===== src/rtl/emissor_credencial_autenticacao_pkg.sv =====
// -----------------------------------------------------------------------------
// emissor_credencial_autenticacao_pkg
// Shared definitions for the authentication credential initiator:
//   - estado_t       : controller states (IDLE, SETTLE, CHECK, GRANT, DENY, LOCK)
//   - NIVEL_*        : requested access level encodings
//   - CODE_W         : credential width (lines A..F)
//   - nivel_acerta() : selects the AUT line addressed by a level
// -----------------------------------------------------------------------------
package emissor_credencial_autenticacao_pkg;

  localparam int CODE_W = 6;

  localparam logic [1:0] NIVEL_INVALIDO = 2'd0;
  localparam logic [1:0] NIVEL_AUT1     = 2'd1;
  localparam logic [1:0] NIVEL_AUT2     = 2'd2;
  localparam logic [1:0] NIVEL_AUT3     = 2'd3;

  typedef enum logic [2:0] {
    IDLE   = 3'd0,
    SETTLE = 3'd1,
    CHECK  = 3'd2,
    GRANT  = 3'd3,
    DENY   = 3'd4,
    LOCK   = 3'd5
  } estado_t;

  // Level 0 never matches; levels 1..3 pick AUT1..AUT3 (aut bit0..bit2).
  function automatic logic nivel_acerta(input logic [1:0] nivel, input logic [2:0] aut);
    logic acerto;
    case (nivel)
      NIVEL_AUT1: acerto = aut[0];
      NIVEL_AUT2: acerto = aut[1];
      NIVEL_AUT3: acerto = aut[2];
      default:    acerto = 1'b0;
    endcase
    return acerto;
  endfunction

endpackage


===== src/rtl/emissor_credencial_autenticacao_contador_descendente.sv =====
// -----------------------------------------------------------------------------
// contador_descendente
// Loadable down-counter with a zero flag. Load has priority over decrement;
// decrementing stops at zero.
// Ports:
//   clk, rst    : clock, synchronous active-high reset
//   load        : load load_value on the next edge
//   load_value  : value to load
//   dec         : decrement enable
//   count       : current value (registered)
//   zero        : count == 0
// -----------------------------------------------------------------------------
module contador_descendente #(
  parameter int W = 4
) (
  input  logic         clk,
  input  logic         rst,
  input  logic         load,
  input  logic [W-1:0] load_value,
  input  logic         dec,
  output logic [W-1:0] count,
  output logic         zero
);

  // Counter register: reset, load, or saturating decrement.
  always_ff @(posedge clk) begin
    if (rst) begin
      count <= {W{1'b0}};
    end else if (load) begin
      count <= load_value;
    end else if (dec && (count != {W{1'b0}})) begin
      count <= count - {{(W-1){1'b0}}, 1'b1};
    end else begin
      count <= count;
    end
  end

  assign zero = (count == {W{1'b0}});

endmodule


===== src/rtl/emissor_credencial_autenticacao.sv =====
// -----------------------------------------------------------------------------
// emissor_credencial_autenticacao
// Initiator side of the authentication comparator interface. Accepts a
// credential and level over valid/ready, drives it on A..F, samples the
// selected AUT line after a settle window, then issues a timed grant or a
// one-cycle deny. MAX_TRIES consecutive failures start a lockout period.
// Optional feature macro: AUTH_AUDIT_EN (adds grant_total and last_level).
// Ports:
//   clk, rst     : clock, synchronous active-high reset
//   req_valid    : request present          req_ready : high iff idle
//   code_in[5:0] : credential (bit5 = A)    level_in  : 0 invalid, 1..3
//   code_out     : credential to comparator (0 outside SETTLE/CHECK)
//   aut_in[2:0]  : comparator results AUT1..AUT3
//   grant, deny, locked, fail_count : registered result outputs
//   grant_total[7:0], last_level[1:0] : audit outputs (AUTH_AUDIT_EN only)
// -----------------------------------------------------------------------------
module emissor_credencial_autenticacao
  import emissor_credencial_autenticacao_pkg::*;
#(
  parameter int SETTLE_CYCLES = 2,
  parameter int GRANT_CYCLES  = 4,
  parameter int MAX_TRIES     = 3,
  parameter int LOCK_CYCLES   = 16
) (
  input  logic              clk,
  input  logic              rst,
  input  logic              req_valid,
  output logic              req_ready,
  input  logic [CODE_W-1:0] code_in,
  input  logic [1:0]        level_in,
  output logic [CODE_W-1:0] code_out,
  input  logic [2:0]        aut_in,
  output logic              grant,
  output logic              deny,
  output logic              locked,
`ifdef AUTH_AUDIT_EN
  output logic [7:0]        grant_total,
  output logic [1:0]        last_level,
`endif
  output logic [2:0]        fail_count
);

  // One counter times SETTLE, GRANT and LOCK, so it is sized for the longest.
  localparam int CNT_MAX_A = (SETTLE_CYCLES > GRANT_CYCLES) ? SETTLE_CYCLES : GRANT_CYCLES;
  localparam int CNT_MAX   = ((CNT_MAX_A > LOCK_CYCLES) ? CNT_MAX_A : LOCK_CYCLES) - 1;
  localparam int CNT_W     = (CNT_MAX > 1) ? $clog2(CNT_MAX + 1) : 1;

  localparam logic [CNT_W-1:0] SETTLE_LOAD = CNT_W'(SETTLE_CYCLES - 1);
  localparam logic [CNT_W-1:0] GRANT_LOAD  = CNT_W'(GRANT_CYCLES - 1);
  localparam logic [CNT_W-1:0] LOCK_LOAD   = CNT_W'(LOCK_CYCLES - 1);
  localparam logic [2:0]       MAX_TRIES_V = 3'(MAX_TRIES);

  estado_t          state;
  logic [1:0]       level_r;
  logic             cnt_load_s;
  logic [CNT_W-1:0] cnt_value_s;
  logic             cnt_dec_s;
  logic [CNT_W-1:0] cnt_count;
  logic             cnt_zero;
  logic             hit_s;
  logic [2:0]       fail_next_s;
  logic             lock_s;

  assign req_ready   = (state == IDLE);
  assign hit_s       = nivel_acerta(level_r, aut_in);
  assign fail_next_s = fail_count + 3'd1;
  assign lock_s      = (fail_next_s >= MAX_TRIES_V);

  contador_descendente #(.W(CNT_W)) u_contador (
    .clk        (clk),
    .rst        (rst),
    .load       (cnt_load_s),
    .load_value (cnt_value_s),
    .dec        (cnt_dec_s),
    .count      (cnt_count),
    .zero       (cnt_zero)
  );

  // Counter control: load on entry to a timed state, decrement while inside one.
  always_comb begin
    cnt_load_s  = 1'b0;
    cnt_value_s = {CNT_W{1'b0}};
    cnt_dec_s   = 1'b0;
    case (state)
      IDLE: begin
        if (req_valid) begin
          cnt_load_s  = 1'b1;
          cnt_value_s = SETTLE_LOAD;
        end else begin
          cnt_load_s  = 1'b0;
        end
      end
      CHECK: begin
        if (hit_s) begin
          cnt_load_s  = 1'b1;
          cnt_value_s = GRANT_LOAD;
        end else if (lock_s) begin
          cnt_load_s  = 1'b1;
          cnt_value_s = LOCK_LOAD;
        end else begin
          cnt_load_s  = 1'b0;
        end
      end
      SETTLE, GRANT, LOCK: cnt_dec_s = 1'b1;
      default: cnt_dec_s = 1'b0;
    endcase
  end

  // Controller FSM with registered outputs.
  always_ff @(posedge clk) begin
    if (rst) begin
      state      <= IDLE;
      level_r    <= NIVEL_INVALIDO;
      code_out   <= {CODE_W{1'b0}};
      grant      <= 1'b0;
      deny       <= 1'b0;
      locked     <= 1'b0;
      fail_count <= 3'd0;
    end else begin
      case (state)
        IDLE: begin
          code_out <= {CODE_W{1'b0}};
          if (req_valid) begin
            code_out <= code_in;
            level_r  <= level_in;
            state    <= SETTLE;
          end
        end
        SETTLE: begin
          if (cnt_zero) state <= CHECK;
        end
        CHECK: begin
          code_out <= {CODE_W{1'b0}};
          if (hit_s) begin
            fail_count <= 3'd0;
            grant      <= 1'b1;
            state      <= GRANT;
          end else if (lock_s) begin
            fail_count <= MAX_TRIES_V;
            locked     <= 1'b1;
            deny       <= 1'b1;
            state      <= LOCK;
          end else begin
            fail_count <= fail_next_s;
            deny       <= 1'b1;
            state      <= DENY;
          end
        end
        GRANT: begin
          if (cnt_zero) begin
            grant <= 1'b0;
            state <= IDLE;
          end
        end
        DENY: begin
          deny  <= 1'b0;
          state <= IDLE;
        end
        LOCK: begin
          deny <= 1'b0;
          if (cnt_zero) begin
            fail_count <= 3'd0;
            locked     <= 1'b0;
            state      <= IDLE;
          end
        end
        default: begin
          code_out <= {CODE_W{1'b0}};
          grant    <= 1'b0;
          deny     <= 1'b0;
          state    <= IDLE;
        end
      endcase
    end
  end

`ifdef AUTH_AUDIT_EN
  // Audit history: saturating grant count and level of the latest check.
  always_ff @(posedge clk) begin
    if (rst) begin
      grant_total <= 8'd0;
      last_level  <= NIVEL_INVALIDO;
    end else if (state == CHECK) begin
      last_level <= level_r;
      if (hit_s && (grant_total != 8'hFF)) grant_total <= grant_total + 8'd1;
    end
  end
`else
  // No audit history is kept in this build.
`endif

endmodule


===== config.mk =====
export PLATFORM = sky130hd
export DESIGN_NAME = emissor_credencial_autenticacao
export DESIGN_NICKNAME = d
export VERILOG_FILES = /design/src/rtl/emissor_credencial_autenticacao_pkg.sv /design/src/rtl/emissor_credencial_autenticacao_contador_descendente.sv /design/src/rtl/emissor_credencial_autenticacao.sv
export SDC_FILE = /design/constraint.sdc
export NUM_CORES = 1
export LEC_CHECK = 0
export CELL_PAD_IN_SITES_DETAIL_PLACEMENT = 1
export CELL_PAD_IN_SITES_GLOBAL_PLACEMENT = 1
export CORE_MARGIN = 2
export CORE_UTILIZATION = 39
export CTS_BUF_LIST = sky130_fd_sc_hd__clkbuf_8
export DETAILED_ROUTE_END_ITERATION = 8
export PLACE_DENSITY = 0.82
export SKIP_LAST_GASP = 1
export SYNTH_ARGS = -nofsm -noshare
export SYNTH_HDL_FRONTEND = slang
export SYNTH_SLANG_ARGS = --single-unit

===== constraint.sdc =====
create_clock -name clk -period 3.8 [get_ports clk]
set_input_delay 0.57 -clock clk [delete_from_list [all_inputs] [get_ports clk]]
set_output_delay 0.57 -clock clk [all_outputs]
set_load 0.01 [all_outputs]

==> results of run 1 <==
[worst max-delay path, cell delays in order (launching register included)]
cell and delay, ps:
sky130_fd_sc_hd__dfxtp_1 460, sky130_fd_sc_hd__nor3_1 260, sky130_fd_sc_hd__clkdlybuf4s50_1 580
[synth_stat cells, types with 3 or more instances]
library cell,number
sky130_fd_sc_hd__dfxtp_1,21
sky130_fd_sc_hd__nor2_1,13
sky130_fd_sc_hd__a22oi_1,9
sky130_fd_sc_hd__nand2_1,9
sky130_fd_sc_hd__a21oi_1,7
sky130_fd_sc_hd__inv_1,6
sky130_fd_sc_hd__nand3_1,6
sky130_fd_sc_hd__nor3_1,5
sky130_fd_sc_hd__a211oi_1,4
sky130_fd_sc_hd__a31oi_1,4
sky130_fd_sc_hd__clkbuf_1,3
sky130_fd_sc_hd__ha_1,3
[layer usage]
layer / wire (µm) / vias up / GRT usage
li1: - / 485 / -
met1: 1230 / 486 / 0.234
met2: 1450 / 19 / 0.338
met3: 106 / 5 / 0.0535
met4: 28 / 0 / 0.0801
met5: 0 / - / 0
[through the flow]
step	instances	cell area [µm²]	util	worst slack, ps
global route	172	1350	0.539	1570
CTS	172	1350	0.539	1660
global placement	168	1300	0.521	1690
detailed placement	168	1300	0.521	1550
finish	172	1350	0.539	1680
floorplan	118	1040	-	2300
[how the worst min path moves through the flow]
stage	startpoint	slack, ps	to
floorplan	level_r[0]	470	level_r[0]
global placement	grant	470	grant
detailed placement	grant	480	grant
CTS	grant	490	grant
global route	grant	510	grant
finish	grant	480	grant
[cells by family after synthesis]
| kind of cell | count (synthesis) |
|---|---|
| simple gates | 44 |
| compound gates | 34 |
| flops | 21 |
| buf+inv | 12 |
| xor+xnor | 3 |
| fa+ha+maj | 3 |
| mux | 1 |
[layout make-up]
class / instances / area [µm²]
tap: 30 / 37.5
clock inverter: 1 / 3.75
timing repair buffer: 26 / 260
clock buffer: 3 / 41.3
inverter: 6 / 22.5
fill: 301 / 1150
sequential: 21 / 420
multi-input combinational: 85 / 562
[flip-flops by register name, summed over array words and instances (netlist names)]
name,count
deny,1
fail_count,3
u_contador.count,4
locked,1
level_r,2
state,3
code_out,6
grant,1
[where the power goes]
group | switching (mW) | internal [mW] | total, mW | leakage (nW)
sequential | 0.0293 | 0.241 | 0.270 | 0.171
combinational | 0.0943 | 0.0829 | 0.177 | 0.304
clock | 0.0715 | 0.0720 | 0.143 | 0.0269
total | 0.195 | 0.396 | 0.591 | 0.502
==> results.txt, run 1 <==
- Quantity of hold-fixing buffers added after cts: 0
- Worst reg2reg path startpoint: state[1]
* Power Total: 0.591 mW
- Commonest cells after routing, fill and taps aside: 26 x sky130_fd_sc_hd__clkdlybuf4s50_1, 21 x sky130_fd_sc_hd__dfxtp_1, 13 x sky130_fd_sc_hd__nor2_1
- Clock-pin slew was measured on the worst setup and hold paths at 80 ps.
- Number of global-route vias before repair: 1099
- Post-synthesis mux area share: 0.00965
- Result of the run: completed
- Launching element of the worst setup path: state[0]
* Via count of the routed design: 995
* Kind of launch point of the worst setup path: flip-flop
* Maximum net fanout on the critical path: 13
* Setup repair after global routing missed its margin: false
- Most common cell after layout, fill and taps aside: sky130_fd_sc_hd__clkdlybuf4s50_1
- Required time at the endpoint of the critical path: 3230 ps
- In this run the tool buffered the top-level ports with 26 buffer cells.
* Vias per Instance: 5.78
* DRC violation total after the first TritonRoute iteration: 24
* IO Pins: 27
* Worst vdd ir: 0.199 mV
- Number of nets in the layout: 160
- The initial antenna violation count came to 0.
- Compound-Gate Fraction of Synth Area: 0.241
- Cell variety after synth: 36
- Maximum number of pins on one net before global-route repair: 21
- In the synthesized netlist the dominant register cell turns out to be sky130_fd_sc_hd__dfxtp_1.
- Sequential fraction of the synthesis area: 0.405
* Warning count from the yosys run: 0
* Count of inserted antenna diode cells: 0
- Largest family of logic cells by synthesized area: compound AO/OA/AOI/OAI gates
- Adding up every negative setup slack in the final design gives 0 ps.
* Number of stages on the worst hold path: 2
- Dividing the final minimum period by the clock period gives 0.559.
* Start-to-end type of the worst setup path: reg -> out
* Starting density of the core: 0.415
* Half-perimeter wire length after placement: 2160 µm
- The first global-routing pass estimated 4910 µm of wire.
- For this run, the total global-route usage over all layers was measured as 0.198.
- The congestion estimate from routability-driven global placement came to 0.825.
* Post-CTS setup buffer count: 0
* Critical R2R Capture: locked
- Number of placement rows: 18
* Number of synthesized flops with an enable pin: 0
* Net count after synthesis: 135
- Register bit count reported by yosys: 21
* Post-Synthesis Mean Instance Area: 8.79 µm²
- TritonCTS built the clock tree.
- Post-route antenna net violation count: 0
- Wire per inst: 16.4 µm
* Power density over cell area: 438 nW/µm²
- Before antenna repair, the detailed router went through 4 iterations.
* Setup-failing EPs final: 0
* Area of the core: 2500 µm²
- Of the total synthesized cell area, the portion taken by XOR and XNOR cells is 0.0253.
- Counting every sink on the clock net gives 21.
- The final number of max-transition violations was 0.
* Yosys top cell by area: sky130_fd_sc_hd__dfxtp_1
- Synthesis produced a netlist whose cell count is 118.
- Fraction of the mapped netlist area in adder cells: 0.0362
- The tightest hold path in the finished design has a slack of 481 ps.
- Remaining routing DRC violations: 0
* Cell area after synthesis: 1040 µm²
- Highest achievable clock rate: 471 MHz
* Area share of the largest cell type after synthesis: 0.405
* Total wirelength of the detailed-routed design: 2810 µm
* Resize count post-CTS: 0
* Vert. Die Dim: 55.6 µm
- The tree is rooted in a sky130_fd_sc_hd__clkbuf_8.
* Number of buffers created by CTS: 3
* Width of the die: 55.6 µm
- The worst setup path is captured at a primary output.
* Final critical path time including I/O delays and setup: 2120 ps
- Clock Latency Late Sink: 260 ps
- Area Overhead vs Synth: 29.9%
* Final hold vios: 0
* Reg2Reg Setup Slack: 1980 ps
* H-tree depth: 1
- Measured against its own limit, the worst slew margin works out to 0.420.
- After synthesis, the share of flip-flops with an asynchronous set or reset is 0.
- For the pin with the worst max-slew slack, the measured transition is 867 ps.
- Across the routed clock network, the largest skew measured is 2.79 ps.
- Ranked by total cell area, the synthesized netlist is headed by sky130_fd_sc_hd__dfxtp_1 41%, sky130_fd_sc_hd__a22oi_1 6.5%, sky130_fd_sc_hd__nor2_1 4.7%.
- The die covers 3090 µm².
- Path category of the worst min-delay check: reg -> reg
- The analysis attributes to cell leakage a power of 0.502 nW.
- For the worst setup path, the data arrival time is 1550 ps.
* Sum of overflow across all layers after global routing: 0
- Register-to-Register Path Depth: 4
* Largest buffer count on any clock path: 2
- Share of synthesized cell area in and, or, nand and nor gates: 0.229
* Share of post-route cells with drive strength above 1: 0.0704
- Max cap viols: 0
* Critical path destination: req_ready
No activity file was read; power rests on OpenSTA's default activity.
==> run 2: changes to the inputs <==
--- a/config.mk
+++ b/config.mk
@@ -8,10 +8,10 @@
 export CELL_PAD_IN_SITES_DETAIL_PLACEMENT = 1
 export CELL_PAD_IN_SITES_GLOBAL_PLACEMENT = 1
 export CORE_MARGIN = 2
-export CORE_UTILIZATION = 39
+export CORE_UTILIZATION = 33
 export CTS_BUF_LIST = sky130_fd_sc_hd__clkbuf_8
 export DETAILED_ROUTE_END_ITERATION = 8
-export PLACE_DENSITY = 0.82
+export PLACE_DENSITY = 0.74
 export SKIP_LAST_GASP = 1
 export SYNTH_ARGS = -nofsm -noshare
 export SYNTH_HDL_FRONTEND = slang
==> constraint.sdc (replaced) <==
create_clock -name clk -period 1.8 [get_ports clk]
set_input_delay 0.27 -clock clk [delete_from_list [all_inputs] [get_ports clk]]
set_output_delay 0.27 -clock clk [all_outputs]
set_load 0.01 [all_outputs]
==> run 2 against run 1 <==
Effect of this change: final area rose by 5.8%; die area rose by 17%; critical path depth did not move; clock-buffer cell count did not move; critical endpoint unchanged; via count fell by 2.8%; non-clock buffer count rose by 6; critical path type unchanged.
==> results.txt, run 2 (same netlist as run 1, synthesis figures left out) <==
* Number of flip-flops under the largest register name: 6 (unchanged)
- Vert. Die Dim: 60.1 µm (+8.1%)
- Reg2Reg Setup Slack: 180 ps (-1800 ps)
- Launching element of the worst setup path: state[2]
* Post-route antenna net violation count: 0 (unchanged)
* HP Start: grant
- Register with the highest flop count: code_out
- The number of search-and-repair iterations in the first detailed-routing pass came to 4 (unchanged).
- The overall power of the completed layout was 1.29 mW (+120%).
* Critical R2R Capture: fail_count[1]
* Maximum number of pins on one net before global-route repair: 14 (-33%)
* Clock transition at path regs: 80 ps (about the same)
- The startpoint identified for the worst register-to-register timing path is u_contador.count[0].
* Half-perimeter wire length after placement: 2210 µm (+2.1%)
* Wire per inst: 14.2 µm (-13%)
* Max Clock Skew: 2.37 ps (-0.416 ps)
- Max cap viols: 0 (unchanged)
- Count of inserted antenna diode cells: 0 (unchanged)
- Most common cell after layout, fill and taps aside: sky130_fd_sc_hd__clkdlybuf4s50_1
* H-tree depth: 1 (unchanged)
- Power density over cell area: 902 nW/µm² (+110%)
- Total Routing Usage GR: 0.165 (-0.0335)
* Register-to-Register Path Depth: 6 (+2)
- The width of the die came to 60.1 µm (+8.1%).
- The starting density of the core is 0.343 (-0.0724).
- The via count of the first global-routing pass came to 1024 (-6.8%).
* Sum of overflow across all layers after global routing: 0 (unchanged)
* Clock sink count: 21 (unchanged)
- Largest registers ranked by flip-flop count: code_out: 6 flops, u_contador.count: 4 flops
- Via count of the routed design: 967 (-2.8%)
- Gate family responsible for the most delay along the worst path: buffers and inverters
- Setup-failing EPs final: 0 (unchanged)
- Share of post-route cells with drive strength above 1: 0.128 (+0.0580)
- The wire length of the first global-routing pass was 4490 µm (-8.4%).
- Buffers on Ports: 26 (unchanged)
- The worst setup path is captured at a primary output.
- Maximum net fanout on the critical path: 13 (unchanged)
- The source-to-sink clock delay at the later pin of the worst-skew pair was 260 ps (about the same).
* Total wirelength of the detailed-routed design: 2730 µm (-3.1%)
- The worst hold slack came to 463 ps (-17.9 ps).
* FF+latch area: 422 µm² (+0.30%)
* Worst relative slew slack: 0.664 (+0.243)
- Worst vdd ir: 0.543 mV (+170%)
- The flow ran to the end, and the final reports show no timing, DRC or antenna violations.
- The slew at the pin with the worst max-slew slack is 505 ps (-363 ps).
- The top-level port count was 27 (unchanged).
* Number of antenna violations at the first check in global routing: 0 (unchanged)
- The critical path buffer and inverter count came to 1 (unchanged).
* Largest stage delay on the critical path: 570 ps (about the same)
* Setup repair after global routing missed its margin: true
* Clock tree from TritonCTS: done
- The signal on the critical path passes through nor3_2 -> clkdlybuf4s50_1.
* Number of placement rows: 20 (+2)
- Kind of launch point of the worst setup path: flip-flop
- Final hold vios: 0 (unchanged)
- Die ar.: 3610 µm² (+17%)
- CP arrival: 1450 ps (-100 ps)
- Area Overhead vs Synth: 37.5%
- Required time at the endpoint of the critical path: 1530 ps (-1700 ps)
- Largest buffer count on any clock path: 2 (unchanged)
- Area of the multi-input gates: 573 µm² (+2.0%)
- Number of logic stages on the critical path including buffering: 2 (unchanged)
- In the layout the commonest cells are 26 x sky130_fd_sc_hd__clkdlybuf4s50_1, 20 x sky130_fd_sc_hd__dfxtp_1, 13 x sky130_fd_sc_hd__nor2_1.
* Remaining routing DRC violations: 0 (unchanged)
* Vias per Instance: 5.04 (-13%)
* Number of nets in the layout: 166 (+3.8%)
- Start-to-end type of the worst setup path: reg -> out
- For this run, the top clock speed supported by timing is 581 MHz.
* Portion of the clock cycle consumed by the worst path in the final layout: 0.956
- Final critical path time including I/O delays and setup: 1720 ps
- CP max stage cell: sky130_fd_sc_hd__clkdlybuf4s50_1
- DRC violation total after the first TritonRoute iteration: 22 (-8.3%)
- Path category of the worst min-delay check: reg -> reg
* Global placer's final weighted congestion: 0.810 (-1.8%)
- Leak: 0.530 nW (+5.5%)
- Max-slew violation count: 0 (unchanged)
* Quantity of hold-fixing buffers added after cts: 0 (unchanged)
* Final core utilization: 0.471 (-0.0680)
- Buffer cell driving the clock tree root: sky130_fd_sc_hd__clkbuf_8
- Layout fillers: 363 (+21%)
* Critical path destination: req_ready
* Area of the core: 3030 µm² (+21%)
* Number of buffers created by CTS: 3 (unchanged)
[run 2: worst min-delay path by stage]
stage,to,slack [ps],cells after the start
after floorplan,level_r[0],410,2
after global placement,grant,450,2
after detailed placement,grant,450,2
after CTS,grant,460,2
after global routing,grant,500,2
final,grant,460,2
[run 2: through the flow]
stage	instance area, µm²	TNS (ps)	setup slack [ps]	cells
after floorplan	1040	0	325	118
final	1430	0	78.9	192
after detailed placement	1370	0	19.2	188
after CTS	1420	0	13.2	192
after global placement	1370	0	103	188
after global routing	1430	-34.5	-34.5	192
[run 2: power by group]
part / internal (mW) / total (mW) / leakage [nW] / switching, mW
Clock: 0.157 / 0.322 / 0.0217 / 0.165
Sequential: 0.509 / 0.571 / 0.172 / 0.0616
Combinational: 0.198 / 0.394 / 0.336 / 0.196
[run 2: cell type report]
cell class / instances / share of cell area
multi-input combinational: 85 / 0.402
sequential: 21 / 0.296
timing repair buffer: 32 / 0.214
tap: 44 / 0.0386
clock buffer: 3 / 0.0289
inverter: 6 / 0.0158
clock inverter: 1 / 0.00526
[run 2: timing repair]
action	4_1_cts	5_1_grt
setup endpoints to repair	1	5
buffers inserted	0	0
resized for setup	1	2
[run 2: layer usage]
metal,wire length [µm],global-route usage,vias to the layer above
li1,-,-,485
met1,1160,0.195,462
met2,1420,0.295,18
met3,139,0.0563,2
met4,8,0.0190,0
met5,0,0,-
[run 2: tightest hold or removal path: cells and delay by family (launching register included)]
family                 cells  cell delay [ps]
AO/OA/AOI/OAI              1               50
buffers and inverters      1               60
flip-flops                 1              320
==> run 3: changes to the inputs <==
--- a/config.mk
+++ b/config.mk
@@ -5,10 +5,11 @@
 export SDC_FILE = /design/constraint.sdc
 export NUM_CORES = 1
 export LEC_CHECK = 0
+export ABC_AREA = 1
 export CELL_PAD_IN_SITES_DETAIL_PLACEMENT = 1
 export CELL_PAD_IN_SITES_GLOBAL_PLACEMENT = 1
 export CORE_MARGIN = 2
-export CORE_UTILIZATION = 33
+export CORE_UTILIZATION = 32
 export CTS_BUF_LIST = sky130_fd_sc_hd__clkbuf_8
 export DETAILED_ROUTE_END_ITERATION = 8
 export PLACE_DENSITY = 0.74
==> run 3 against run 2 <==
Effect of this change: maximum frequency rose by 9.8%; critical endpoint is now u_contador.count[3]; hold slack improved by 2.8 ps; die area rose by 9.2%; global-route usage fell by 0.057 points; sequential power fell by 0.9%; power rose by 8.1%; non-clock buffer count fell by 5; area after synthesis rose by 6.5%.
==> results.txt, run 3 <==
- Register with the highest flop count: code_out
- The remaining routing DRC violations was 0 (unchanged).
- IO Pins: 27 (unchanged)
- Number of antenna violations at the first check in global routing: 0 (unchanged)
- The met3 capacity usage during global routing came to 0.0180 (-0.0383).
- Sequential fraction of the synthesis area: 0.381 (-0.0248)
* Number of placement rows: 21 (+5.0%)
* Cell area reported after detailed placement: 1420 µm² (+4.2%)
- Number of nets in the layout: 199 (+20%)
- The wire length of the first global-routing pass was 5170 µm (+15%).
- The final number of max-transition violations is 0 (unchanged).
* Layout fillers: 440 (+21%)
- The largest total area in the synthesized netlist belongs to sky130_fd_sc_hd__dfxtp_1.
- Sorting the synthesized cells by how often they occur yields 47 x sky130_fd_sc_hd__nand2_1, 21 x sky130_fd_sc_hd__dfxtp_1, 15 x sky130_fd_sc_hd__a21oi_1.
* Result of the run: completed
* Leak: 0.625 nW (+18%)
- Mapped Cells: 152 (+29%)
* Worst reg2reg path startpoint: fail_count[0]
* Register-to-Register Path Depth: 11 (+5)
* Final-layout setup total negative slack: 0 ps (unchanged)
- Sum of overflow across all layers after global routing: 0 (unchanged)
- Largest stage delay on the critical path: 370 ps (-200 ps)
* Sum of buffers and inverters on the critical path: 2 (+1)
- Cell variety after synth: 29 (-19%)
- The TritonCTS sink count came to 21 (unchanged).
* Count of inserted antenna diode cells: 0 (unchanged)
* Post-Place Worst Slack: 168 ps (+149 ps)
* Cell Count Post-Placement: 223 (+19%)
- The remaining max-slew budget at the tightest pin came to 0.734 (+0.0705).
* Number of buffers created by CTS: 3 (unchanged)
* Number of stages on the worst hold path: 2 (unchanged)
* Reg2Reg Setup Slack: 230 ps (+50 ps)
- The final period utilization is 0.871 (-0.0855).
* Most frequent cell after synthesis: sky130_fd_sc_hd__nand2_1
* Non-Filler Instances: 227 (+18%)
- The standard cell core area came to 3340 µm² (+10%).
- Total Routing Usage GR: 0.164 (-0.000568)
* Required time at the endpoint of the critical path: 1970 ps (+440 ps)
- Buffer cell driving the clock tree root: sky130_fd_sc_hd__clkbuf_8
* Hold Path End: code_out[3]
- HP Start: code_out[3]
* Post-Synthesis Mean Instance Area: 7.27 µm² (-17%)
- The height of the die came to 62.8 µm (+4.5%).
- Cell area after synthesis: 1100 µm² (+6.5%)
- Worst vdd ir: 0.411 mV (-24%)
- Compared with the post-synthesis result, the final layout area differs by 33.0%.
- Warning count from the yosys run: 0 (unchanged)
- Register bit count reported by yosys: 21 (unchanged)
- The number of search-and-repair iterations in the first detailed-routing pass came to 4 (unchanged).
* Setup-failing EPs final: 0 (unchanged)
* Most Crowded Layer GR: met2
* Maximum number of pins on one net before global-route repair: 13 (-1)
- The core utilization of the finished layout came to 0.440 (-0.0309).
- The H-tree depth is 1 (unchanged).
- Path category of the worst min-delay check: reg -> reg
* Final std cell area, no fill: 1470 µm² (+3.0%)
- Number of global-route vias before repair: 1128 (+10%)
* CP max stage cell: sky130_fd_sc_hd__dfxtp_2
* Met2 track utilization from global routing: 0.309 (+0.0141)
- Largest registers ranked by flip-flop count: code_out: 6 flops, u_contador.count: 4 flops
- The overall power of the completed layout was 1.39 mW (+8.1%).
- Post-route antenna net violation count: 0 (unchanged)
- The signal on the critical path passes through inv_1 -> ha_1 -> nor2_1 -> nor2_1 -> nand2_1 -> nand2_4 -> inv_1 -> nand2_1 -> nand2_1 -> nor2_1 -> nor2_1.
- The maximum frequency from static timing analysis came to 638 MHz (+9.8%).
- The width of the die was 62.8 µm (+4.5%).
- Category of the worst setup path capture point: flip-flop
- The data arrival at the endpoint of the critical path was 1730 ps (+280 ps).
* Final critical path time including I/O delays and setup: 1570 ps (-154 ps)
- Area share of the largest cell type after synthesis: 0.381 (-0.0248)
- Final hold vios: 0 (unchanged)
- Among the stages of the critical path, the cell type that occurs most often is sky130_fd_sc_hd__nor2_1.
- Share of post-route cells with drive strength above 1: 0.116 (-0.0124)
* Quantity of hold-fixing buffers added after cts: 0 (unchanged)
- In this run the critical register-to-register path is captured at u_contador.count[3].
- The final worst slack was 233 ps (+154 ps).
* Via count of the routed design: 1078 (+11%)
- The worst setup path is launched from a flip-flop.
- The starting density of the core is 0.331 (-0.0115).
* Commonest cells after routing, fill and taps aside: 47 x sky130_fd_sc_hd__nand2_1, 25 x sky130_fd_sc_hd__clkdlybuf4s50_1, 20 x sky130_fd_sc_hd__dfxtp_1
- Power density over cell area: 946 nW/µm² (+4.9%)
- The setup path with the least slack is of type reg -> reg.
- Die ar.: 3940 µm² (+9.2%)
* Number of flip-flops under the largest register name: 6 (unchanged)
- Setup repair after global routing missed its margin: false
- Max cap viols: 0 (unchanged)
- Half-perimeter wire length after placement: 2370 µm (+7.4%)
- The total of buffers placed on input and output ports was 26 (unchanged).
* Most used flip-flop cell after synthesis: sky130_fd_sc_hd__dfxtp_1
* Vias per Instance: 4.75 (-5.7%)
- The async set-reset flop share out of synthesis is 0 (unchanged).
- The clock-pin slew on the worst setup and hold paths was 80 ps (about the same).
- Leaving out fill and tap cells, the most frequent cell in the layout is sky130_fd_sc_hd__nand2_1.
- The number of synthesized flops with an enable pin came to 0 (unchanged).
- The slew at the pin with the worst max-slew slack came to 398 ps (-107 ps).
- Maximum net fanout on the critical path: 6 (-7)
- The iteration-0 DRC count of the detailed router was 34 (+55%).
* Cells taking the most area after synthesis: sky130_fd_sc_hd__dfxtp_1 38%, sky130_fd_sc_hd__nand2_1 16%, sky130_fd_sc_hd__a21oi_1 6.8%
- Gate family responsible for the most delay along the worst path: simple AND/OR/NAND/NOR gates
- The total setup buffers inserted after CTS was 0 (unchanged).
- Max Clock Skew: 1.10 ps (-1.27 ps)
- Clock tree from TritonCTS: done
- Global placer's final weighted congestion: 0.791 (-2.3%)
* Largest buffer count on any clock path: 2 (unchanged)
* Clock Latency Late Sink: 260 ps (about the same)
* WHS: 466 ps (+2.75 ps)
- Net count after synthesis: 169 (+25%)
- The global-route met1 utilization was 0.194 (-0.000791).
- Total wirelength of the detailed-routed design: 2970 µm (+8.8%)
* Wire per inst: 13.1 µm (-8.0%)
## run 3: cell types whose count changed after synthesis, moves of 3 or more
cell / previous run / this run
sky130_fd_sc_hd__a21oi_1: 7 / 15
sky130_fd_sc_hd__a211oi_1: 4 / 0
sky130_fd_sc_hd__nand2_1: 9 / 47
sky130_fd_sc_hd__a31oi_1: 4 / 1
sky130_fd_sc_hd__nand4_1: 0 / 5
sky130_fd_sc_hd__a22oi_1: 9 / 0
sky130_fd_sc_hd__nor3_1: 5 / 0
sky130_fd_sc_hd__o21ai_0: 1 / 4
sky130_fd_sc_hd__inv_2: 0 / 4
sky130_fd_sc_hd__inv_1: 6 / 13
## run 3: worst max-delay path by stage
stage | start | end | slack, ps | cells past startpoint
3_5_place_dp | fail_count[0] | u_contador.count[3] | 170 | 10
6_report | fail_count[0] | u_contador.count[3] | 230 | 11
3_3_place_gp | aut_in[2] | fail_count[0] | 270 | 8
2_1_floorplan | fail_count[0] | u_contador.count[2] | 330 | 10
5_1_grt | fail_count[0] | u_contador.count[3] | 70 | 11
4_1_cts | fail_count[0] | u_contador.count[3] | 160 | 11
## run 3: repair_timing
| item | in CTS | in global routing |
|---|---|---|
| endpoints found under the setup margin | 1 | 2 |
| resized for setup | 1 | 1 |
| gates cloned | 0 | 0 |
## run 3: layout make-up
class / count / area [µm²] / area share
flip-flops and latches: 21 / 422 / 0.287
multi-input cells: 111 / 604 / 0.411
clock buffers: 3 / 41.3 / 0.0281
well taps: 46 / 57.6 / 0.0392
inverters: 18 / 72.6 / 0.0494
clock inverters: 1 / 5.00 / 0.00341
repair buffers: 27 / 267 / 0.181
## run 3: layer usage
layer / vias to the layer above / wire [µm]
li1: 549 / -
met2: 14 / 1540
met3: 5 / 59
met1: 510 / 1330
met5: - / 0
met4: 0 / 38
## run 3: kinds of logic after synthesis
logic type,count (synthesis),share of synthesized area
XOR/XNOR,1,0.00793
adder cells (fa/ha/maj),3,0.0340
flip-flops,21,0.381
AND/OR/NAND/NOR,82,0.381
buffers and inverters,20,0.0725
AO/OA/AOI/OAI,25,0.125
## run 3: tightest hold or removal path, stage by stage, from the launching register on
cell,delay [ps]
sky130_fd_sc_hd__dfxtp_1,310
sky130_fd_sc_hd__nand2_1,60
sky130_fd_sc_hd__a21oi_1,50
## run 3: power breakdown
group | internal [mW] | switching (mW)
combinational | 0.204 | 0.301
clock | 0.155 | 0.165
sequential | 0.520 | 0.0460
total | 0.879 | 0.511
